File: config.mk
export PLATFORM = sky130hd
export DESIGN_NAME = mem_access_ctrl
export DESIGN_NICKNAME = d
export VERILOG_FILES = /design/src/rtl/mem_ctrl_pkg.sv /design/src/rtl/mem_wait_counter.sv /design/src/rtl/mem_access_ctrl.sv
export SDC_FILE = /design/constraint.sdc
export NUM_CORES = 1
export LEC_CHECK = 0
export ABC_AREA = 1
export ABC_CLOCK_PERIOD_IN_PS = 3300
export CAP_MARGIN = 20
export CORE_UTILIZATION = 30
export DETAILED_ROUTE_END_ITERATION = 10
export PLACE_DENSITY = 0.68
export SLEW_MARGIN = 0
export SYNTH_ARGS = -nofsm -noshare
export SYNTH_HDL_FRONTEND = slang
export SYNTH_SLANG_ARGS = --single-unit
File: constraint.sdc
create_clock -name clk -period 3.3 [get_ports clk]
set_input_delay 0.66 -clock clk [delete_from_list [all_inputs] [get_ports clk]]
set_output_delay 0.66 -clock clk [all_outputs]
set_load 0.02 [all_outputs]
File: src/rtl/mem_ctrl_pkg.sv
// mem_ctrl_pkg: shared types and defaults for the data-memory access controller.
//   DATA_W          data word width
//   WAIT_CYCLES_DEF default number of cycles each access holds the memory strobes
//   BASE_ADDR_DEF   default byte address that maps to memory word 0
//   CNT_W           width of the wait-state counter
//   state_t         controller FSM states (loader states only with MEM_ACCESS_CTRL_LOADER_EN)
package mem_ctrl_pkg;

  localparam int          DATA_W          = 32;
  localparam int          WAIT_CYCLES_DEF = 4;
  localparam logic [31:0] BASE_ADDR_DEF   = 32'd1024;
  localparam int          CNT_W           = 4;

`ifdef MEM_ACCESS_CTRL_LOADER_EN
  typedef enum logic [2:0] {
    ST_IDLE  = 3'd0,
    ST_PIPE  = 3'd1,
    ST_PDONE = 3'd2,
    ST_LD    = 3'd3,
    ST_LDONE = 3'd4
  } state_t;
`else
  typedef enum logic [2:0] {
    ST_IDLE  = 3'd0,
    ST_PIPE  = 3'd1,
    ST_PDONE = 3'd2
  } state_t;
`endif

endpackage

File: src/rtl/mem_wait_counter.sv
// mem_wait_counter: loadable down-counter that times memory wait states.
//   clk, rst  clock / asynchronous active-high reset
//   load      load load_val (has priority over dec)
//   load_val  value to load
//   dec       decrement by one
//   cnt       current count
//   zero      count is zero
module mem_wait_counter
  import mem_ctrl_pkg::*;
(
  input  logic             clk,
  input  logic             rst,
  input  logic             load,
  input  logic [CNT_W-1:0] load_val,
  input  logic             dec,
  output logic [CNT_W-1:0] cnt,
  output logic             zero
);

  logic [CNT_W-1:0] cnt_q;
  logic [CNT_W-1:0] cnt_d;

  always_comb begin
    cnt_d = cnt_q;
    if (load) begin
      cnt_d = load_val;
    end else if (dec && (cnt_q != '0)) begin
      cnt_d = cnt_q - 1'b1;
    end
  end

  always_ff @(posedge clk or posedge rst) begin
    if (rst) begin
      cnt_q <= '0;
    end else begin
      cnt_q <= cnt_d;
    end
  end

  assign cnt  = cnt_q;
  assign zero = (cnt_q == '0);

endmodule

File: src/rtl/mem_access_ctrl.sv
// mem_access_ctrl: sequences MEM-stage loads/stores onto the single-port data
// memory, holding the strobes for WAIT_CYCLES cycles and freezing the pipeline
// until the access is done. With MEM_ACCESS_CTRL_LOADER_EN defined a loader/debug
// port shares the memory, alternating fairly with the pipeline.
//   pipe_r_en/pipe_w_en/pipe_addr/pipe_wdata  MEM-stage request (byte address)
//   pipe_rdata                                registered load data
//   freeze                                    stall pipeline (combinational)
//   ld_req/ld_we/ld_addr/ld_wdata             loader request (word address, macro only)
//   ld_rdata/ld_done                          loader read data / completion pulse
//   mem_addr/mem_wdata/mem_we/mem_re/mem_rdata memory array interface
module mem_access_ctrl
  import mem_ctrl_pkg::*;
#(
  parameter int          ADDR_W      = 11,
  parameter int          WAIT_CYCLES = WAIT_CYCLES_DEF,
  parameter logic [31:0] BASE_ADDR   = BASE_ADDR_DEF
) (
  input  logic              clk,
  input  logic              rst,
  input  logic              pipe_r_en,
  input  logic              pipe_w_en,
  input  logic [31:0]       pipe_addr,
  input  logic [DATA_W-1:0] pipe_wdata,
  output logic [DATA_W-1:0] pipe_rdata,
  output logic              freeze,
`ifdef MEM_ACCESS_CTRL_LOADER_EN
  input  logic              ld_req,
  input  logic              ld_we,
  input  logic [ADDR_W-1:0] ld_addr,
  input  logic [DATA_W-1:0] ld_wdata,
  output logic [DATA_W-1:0] ld_rdata,
  output logic              ld_done,
`endif
  output logic [ADDR_W-1:0] mem_addr,
  output logic [DATA_W-1:0] mem_wdata,
  output logic              mem_we,
  output logic              mem_re,
  input  logic [DATA_W-1:0] mem_rdata
);

  localparam logic [CNT_W-1:0] CNT_LOAD = CNT_W'(WAIT_CYCLES - 1);

  state_t            state_q, state_d;
  logic              we_q, we_d;
  logic [ADDR_W-1:0] mem_addr_q, mem_addr_d;
  logic [DATA_W-1:0] mem_wdata_q, mem_wdata_d;
  logic              mem_we_q, mem_we_d;
  logic              mem_re_q, mem_re_d;
  logic [DATA_W-1:0] pipe_rdata_q, pipe_rdata_d;

  logic              cnt_load, cnt_dec, cnt_zero;
  logic [CNT_W-1:0]  cnt_val;

  logic              pipe_req;
  logic              ld_wins;
  logic [31:0]       addr_diff;
  logic [ADDR_W-1:0] pipe_word;
  logic              unused_addr_bits;

  assign pipe_req  = pipe_r_en | pipe_w_en;
  // Out-of-window addresses simply wrap modulo the memory size.
  assign addr_diff = pipe_addr - BASE_ADDR;
  assign pipe_word = addr_diff[ADDR_W+1:2];
  assign unused_addr_bits = ^{addr_diff[31:ADDR_W+2], addr_diff[1:0], cnt_val};

`ifdef MEM_ACCESS_CTRL_LOADER_EN
  logic              ld_turn_q, ld_turn_d;
  logic [DATA_W-1:0] ld_rdata_q, ld_rdata_d;
  logic              ld_done_q, ld_done_d;

  // Loader pre-empts a waiting pipe request only when it is its turn.
  assign ld_wins = ld_req & ld_turn_q;
`else
  assign ld_wins = 1'b0;
`endif

  mem_wait_counter u_wait_cnt (
    .clk      (clk),
    .rst      (rst),
    .load     (cnt_load),
    .load_val (CNT_LOAD),
    .dec      (cnt_dec),
    .cnt      (cnt_val),
    .zero     (cnt_zero)
  );

  always_comb begin
    state_d      = state_q;
    we_d         = we_q;
    mem_addr_d   = mem_addr_q;
    mem_wdata_d  = mem_wdata_q;
    mem_we_d     = 1'b0;
    mem_re_d     = 1'b0;
    pipe_rdata_d = pipe_rdata_q;
    cnt_load     = 1'b0;
    cnt_dec      = 1'b0;
`ifdef MEM_ACCESS_CTRL_LOADER_EN
    ld_turn_d    = ld_turn_q;
    ld_rdata_d   = ld_rdata_q;
    ld_done_d    = 1'b0;
`endif
    case (state_q)
      ST_IDLE: begin
        if (pipe_req && !ld_wins) begin
          // A simultaneous read+write request is performed as a write.
          state_d     = ST_PIPE;
          we_d        = pipe_w_en;
          mem_addr_d  = pipe_word;
          mem_wdata_d = pipe_wdata;
          mem_we_d    = pipe_w_en;
          mem_re_d    = !pipe_w_en;
          cnt_load    = 1'b1;
        end
`ifdef MEM_ACCESS_CTRL_LOADER_EN
        else if (ld_req) begin
          state_d     = ST_LD;
          we_d        = ld_we;
          mem_addr_d  = ld_addr;
          mem_wdata_d = ld_wdata;
          mem_we_d    = ld_we;
          mem_re_d    = !ld_we;
          cnt_load    = 1'b1;
          ld_turn_d   = 1'b0;
        end
`endif
      end
      ST_PIPE: begin
        if (cnt_zero) begin
          state_d = ST_PDONE;
          if (!we_q) pipe_rdata_d = mem_rdata;
`ifdef MEM_ACCESS_CTRL_LOADER_EN
          if (ld_req) ld_turn_d = 1'b1;
`endif
        end else begin
          cnt_dec  = 1'b1;
          mem_we_d = we_q;
          mem_re_d = !we_q;
        end
      end
      ST_PDONE: state_d = ST_IDLE;
`ifdef MEM_ACCESS_CTRL_LOADER_EN
      ST_LD: begin
        if (cnt_zero) begin
          state_d   = ST_LDONE;
          ld_done_d = 1'b1;
          if (!we_q) ld_rdata_d = mem_rdata;
        end else begin
          cnt_dec  = 1'b1;
          mem_we_d = we_q;
          mem_re_d = !we_q;
        end
      end
      ST_LDONE: state_d = ST_IDLE;
`endif
      default: state_d = ST_IDLE;
    endcase
  end

  always_ff @(posedge clk or posedge rst) begin
    if (rst) begin
      state_q      <= ST_IDLE;
      we_q         <= 1'b0;
      mem_addr_q   <= '0;
      mem_wdata_q  <= '0;
      mem_we_q     <= 1'b0;
      mem_re_q     <= 1'b0;
      pipe_rdata_q <= '0;
    end else begin
      state_q      <= state_d;
      we_q         <= we_d;
      mem_addr_q   <= mem_addr_d;
      mem_wdata_q  <= mem_wdata_d;
      mem_we_q     <= mem_we_d;
      mem_re_q     <= mem_re_d;
      pipe_rdata_q <= pipe_rdata_d;
    end
  end

`ifdef MEM_ACCESS_CTRL_LOADER_EN
  always_ff @(posedge clk or posedge rst) begin
    if (rst) begin
      ld_turn_q  <= 1'b0;
      ld_rdata_q <= '0;
      ld_done_q  <= 1'b0;
    end else begin
      ld_turn_q  <= ld_turn_d;
      ld_rdata_q <= ld_rdata_d;
      ld_done_q  <= ld_done_d;
    end
  end

  assign ld_rdata = ld_rdata_q;
  assign ld_done  = ld_done_q;
`endif

  // Pipeline is released during exactly the completion cycle of its own access.
  assign freeze     = pipe_req && (state_q != ST_PDONE);
  assign pipe_rdata = pipe_rdata_q;
  assign mem_addr   = mem_addr_q;
  assign mem_wdata  = mem_wdata_q;
  assign mem_we     = mem_we_q;
  assign mem_re     = mem_re_q;

endmodule

* Yosys cells after proc, flatten, opt, wreduce, memory -nomap -nowiden
Cells that the tools add are included.
Operators by class: add/sub/neg operators 2, equal/unequal tests 4, muxes and demuxes 15, bitwise logic cells 2, reductions and logical operators 11
Operator list (number):
- 13-bit by 11-bit subtractor with 13-bit output, second input constant | 1
- 1-bit two-way mux | 8
- 4-bit two-way mux | 2
- 3-bit two-way mux | 2
- 3-bit one-hot mux with 2 select lines | 1
- 4-bit zero test | 1
- 2-bit inequality test, second input constant | 2
- 1-bit one-hot mux with 2 select lines | 2
- 2-bit AND reduction | 2
- 4-bit nonzero test | 1
- 4-bit by 1-bit subtractor with 4-bit output, second input constant | 1
- 3-bit by 1-bit equality test with 1-bit output, second input constant | 1
- 3-bit zero test | 1
- 3-bit by 2-bit inequality test with 1-bit output, second input constant | 1
- 3-bit AND reduction | 1
- 1-bit logical AND | 2
- 1-bit zero test | 2
- 2-bit nonzero test | 1
- 1-bit NOT | 1
- 1-bit bitwise OR | 1
Word-level totals: bits in registers 85, word-level logic and storage cells 42

* Depth between registers and ports, before layout
depth in word-level cells 6, gate-level depth with buffers 8, mapped depth without buffers 7

* Cells and area by module
A second synthesis with hierarchy kept.
Unflattened totals: cells, all modules 412, area total of the unflattened synthesis 3582.2 µm²
Modules (own cells, without submodules):
- mem_access_ctrl | times used 1, cells each 365, area an instance 3283.1 µm², seq. area each 2001.9 µm²
- mem_wait_counter | times used 1, cells each 47, area an instance 299.0 µm², seq. area each 100.1 µm²

* Worst setup path after synthesis
No wires, ideal clock.
path kind input -> output, from input port pipe_w_en, to output port freeze, arrival time 923 ps, data required time 2640 ps, path slack 1717 ps, stages on the path 1, cells stage by stage o22a_1
Between the ends: longest elaborated chain between the ends 2
RTL lines:
- start, declared | RTL line mem_access_ctrl.sv:21 | input logic pipe_w_en,
- 1-bit bitwise OR | RTL line mem_access_ctrl.sv:60 | assign pipe_req = pipe_r_en | pipe_w_en;
- 1-bit logical AND | RTL line mem_access_ctrl.sv:197 | assign freeze = pipe_req && (state_q != ST_PDONE);
- end, declared | RTL line mem_access_ctrl.sv:25 | output logic freeze,
No other way between the ends.

* Worst setup path after layout
Same ends and word-level chain as after synthesis.

==> results.md <==
Layout:
- The library cell used most frequently in the layout, excluding fill and tap cells, is sky130_fd_sc_hd__nand2_1.
- The count of nets after finishing is 628.
- The sequential cells in the finished layout cover a total of 2100 um2.
- The total of fill cells in the finished design is 1022.
- In the layout the commonest cells are sky130_fd_sc_hd__nand2_1, sky130_fd_sc_hd__clkdlybuf4s50_1, sky130_fd_sc_hd__dfrtp_1.
- The core utilization of the finished layout is 49.5%.
- The fraction of layout cells with a size suffix above 1 is 4.16%.
- The number of non-filler instances in the completed layout is 665.
- 0 antenna diodes ended up in the layout.
- Summing all non-filler instances in the final layout gives an area of 5210 um2.
- The area of the multi-input gates is 1060 um2.
- From synthesis to final layout, the design area changed by 57.7%.

Placement:
- The total of buffers placed on input and output ports is 156.
- The worst setup slack after placement is 0.621 ns.
- The standard cell area after detailed placement is 4980 um2.
- After legalization and detailed placement, the total HPWL measured 5.90 mm.
- The total instance count after detailed placement is 650.
- The routability congestion estimate is 0.695.

Setup path:
- For the worst setup path, the data required time is 2.64 ns.
- The category of the worst setup path launch point is a primary input.
- The reg-to-reg critical path startpoint is u_wait_cnt.cnt[0]$_DFFE_PP0P_.
- Data arrives at the worst endpoint at 2.03 ns.
- The worst setup path is of the in -> out kind.
- The endpoint type of the worst setup path is an output pin.
- The maximum fanout encountered on the critical timing path is 4.
- The register-to-register path setup slack is 1.28 ns.
- The capture instance of the worst register-to-register path is pipe_rdata[18]$_DFFE_PP0P_.
- The logic depth of the worst register-to-register path is 7.

Job:
- The max-capacitance violation count is 0.

Synth:
- Ranked by total cell area, the synthesized netlist is headed by sky130_fd_sc_hd__dfrtp_1, sky130_fd_sc_hd__nand2_1, sky130_fd_sc_hd__buf_2.
- The largest total area in the synthesized netlist belongs to sky130_fd_sc_hd__dfrtp_1.
- The Yosys step of the flow raised 0 warnings.
- Of the post-synthesis cell area, the dominant cell type holds 63.7%.
- The synthesized netlist occupies a cell area of 3300 um2.
- Synthesis produced a netlist with a net count of 473.
- The sequential cell area fraction in the yosys report is 63.7%.
- The number of distinct library cells after synthesis is 19.
- The post-synthesis register bit count is 84.
- The synthesized area per cell is 8.92 um2.
- The synthesized instance count is 370.

Floorplan:
- In this run the vertical extent of the chip is 107 um.
- The region available for standard cell placement spans 10500 um2.
- The full die area is 11400 um2.
- For this design the top-level I/O count stands at 178.
- The total number of placement rows is 37.
- The die is 107 um wide.
- The starting utilization of the core area is 31.4%.

Route:
- In the final routed layout, each cell accounts on average for 12.5 um.
- The number of antenna-violating nets in the routed design is 0.
- The final route contains 2872 vias.
- After detailed routing, the number of remaining DRC violations is 0.
- After detailed routing, the total wire length is 8.31 mm.
- The first routing iteration left 166 violations.
- The number of optimization iterations in the first detailed-route pass is 4.
- After detailed routing, the number of vias per cell comes to 4.32.

Clock network:
- The CTS sink count is 84.
- The number of clock buffers added by TritonCTS is 9.
- Post-CTS repair changed the size of 0 cells.
- The clock input transition at the sequential cells of the worst setup and hold paths is 0.07 ns.
- TritonCTS built the clock tree.
- For the worst-skew pair, the clock arrives at the later sink with an insertion delay of 0.34 ns.
- The number of H-tree levels is 3.
- The count of hold-fix buffers inserted at cts is 0.
- The number of buffers on the longest clock path is 2.
- The root buffer cell chosen for the clock tree is sky130_fd_sc_hd__clkbuf_8.
- The number of setup buffers added after CTS is 0.

Global route:
- Entering global routing, the biggest net connects 54 pins.
- The via count of the first global-routing pass came to 2999.
- The first global-routing pass estimated 13.8 mm of wire.
- The number of antenna violations at the first check in global routing is 0.
- The overflow left after global routing is 0.
- The overall fraction of global-route tracks in use is 15.3%.

Status:
- The flow ran to the end, and the final reports show no timing, DRC or antenna violations.

Timing:
- Setup repair after global routing left no endpoint under its margin.
- Derived from the worst setup path, the maximum achievable clock frequency is 372 MHz.
- Setup slack closes at 0.612 ns.
- The setup-violating endpoint count in the final report is 0.
- The share of the clock period used by the worst path is 81.5%.
- At the pin with the least slew margin, the transition time is 0.939 ns.
- Headroom to the max-slew limit came out at 37.2%.
- The number of max-slew violations in the final report is 0.
- The final hold violation count is 0.
- Setup total negative slack on the finished layout was measured at 0 ns.
- The clock arrives with 0.0102 ns of skew.
- The worst hold slack is 0.479 ns.
- The routed design could run at a clock period as short as 2.69 ns.

Pwr:
- The total design power is 5.30 mW.
- Summed over all cells, the static leakage comes to 2.54 nW.
- Dividing total power by cell area gives a power density of 1020 nW/um2.
- IR analysis of the VDD net gives a maximum drop of 0.475 mV.

Worst hold path:
- The start point of the worst hold path is pipe_rdata[24]$_DFFE_PP0P_.
- The worst hold path endpoint is pipe_rdata[24]$_DFFE_PP0P_.
- The class of the most critical hold timing path is reg -> reg.
- The cell depth of the worst hold path is 2.
==> flip-flops by register name (all words and copies together) (netlist names) <==
name / cells
mem_wdata: 32
mem_re: 1
u_wait_cnt.cnt: 4
state_q: 2
mem_addr: 11
we_q: 1
pipe_rdata: 32
mem_we: 1
==> synthesized netlist by cell type (all sizes together) <==
master  number
nand2      235
dfrtp       84
nor3         1
ha           3
o22ai        1
o22a         1
xnor2        1
buf         15
nor2         4
nand3        6
o21ai        7
inv         11
xor2         1
==> logic make-up after synthesis <==
group                      synth area share (%)
buffers and inverters                      4.32
xor gates and xnor gates                  0.531
and+or+nand+nor                            28.7
AOI/OAI and AO/OA                          1.63
DFF                                        63.7
adders and majority gates                  1.14
==> critical path, cell delays in order <==
cell	delay [ns]
sky130_fd_sc_hd__clkdlybuf4s50_1	0.58
sky130_fd_sc_hd__o22a_1	0.18
sky130_fd_sc_hd__clkdlybuf4s50_1	0.61
==> worst max path at each step <==
stage | start | to | depth (start not counted)
finish | pipe_w_en | freeze | 3
CTS | pipe_w_en | freeze | 3
global placement | pipe_w_en | freeze | 3
floorplan | rst | mem_addr[0]$_DFFE_PP0P_ | 1
global route | pipe_w_en | freeze | 3
detailed placement | pipe_w_en | freeze | 3
==> where the power goes <==
part	switching, mW	leakage, nW	internal (mW)
combinational	1.46	1.40	1.18
sequential	0.272	1.03	1.54
clock	0.348	0.114	0.501
total	2.08	2.54	3.22
==> cell type report <==
class,instances,share of cell area [%]
multi-input cells,260,20.5
repair buffers,159,30.7
well taps,136,3.27
inverters,11,0.817
clock buffers,11,2.52
clock inverters,4,1.90
flip-flops and latches,84,40.4
==> per-layer routing <==
metal | up-vias | wire length (um) | global-route usage [%]
met4 | 0 | 87 | 5.87
met2 | 117 | 3850 | 25.9
met5 | - | 0 | 0
met3 | 8 | 773 | 5.11
li1 | 1423 | - | -
met1 | 1324 | 3600 | 17.9
Note: power is estimated with default switching activity, not from simulation.
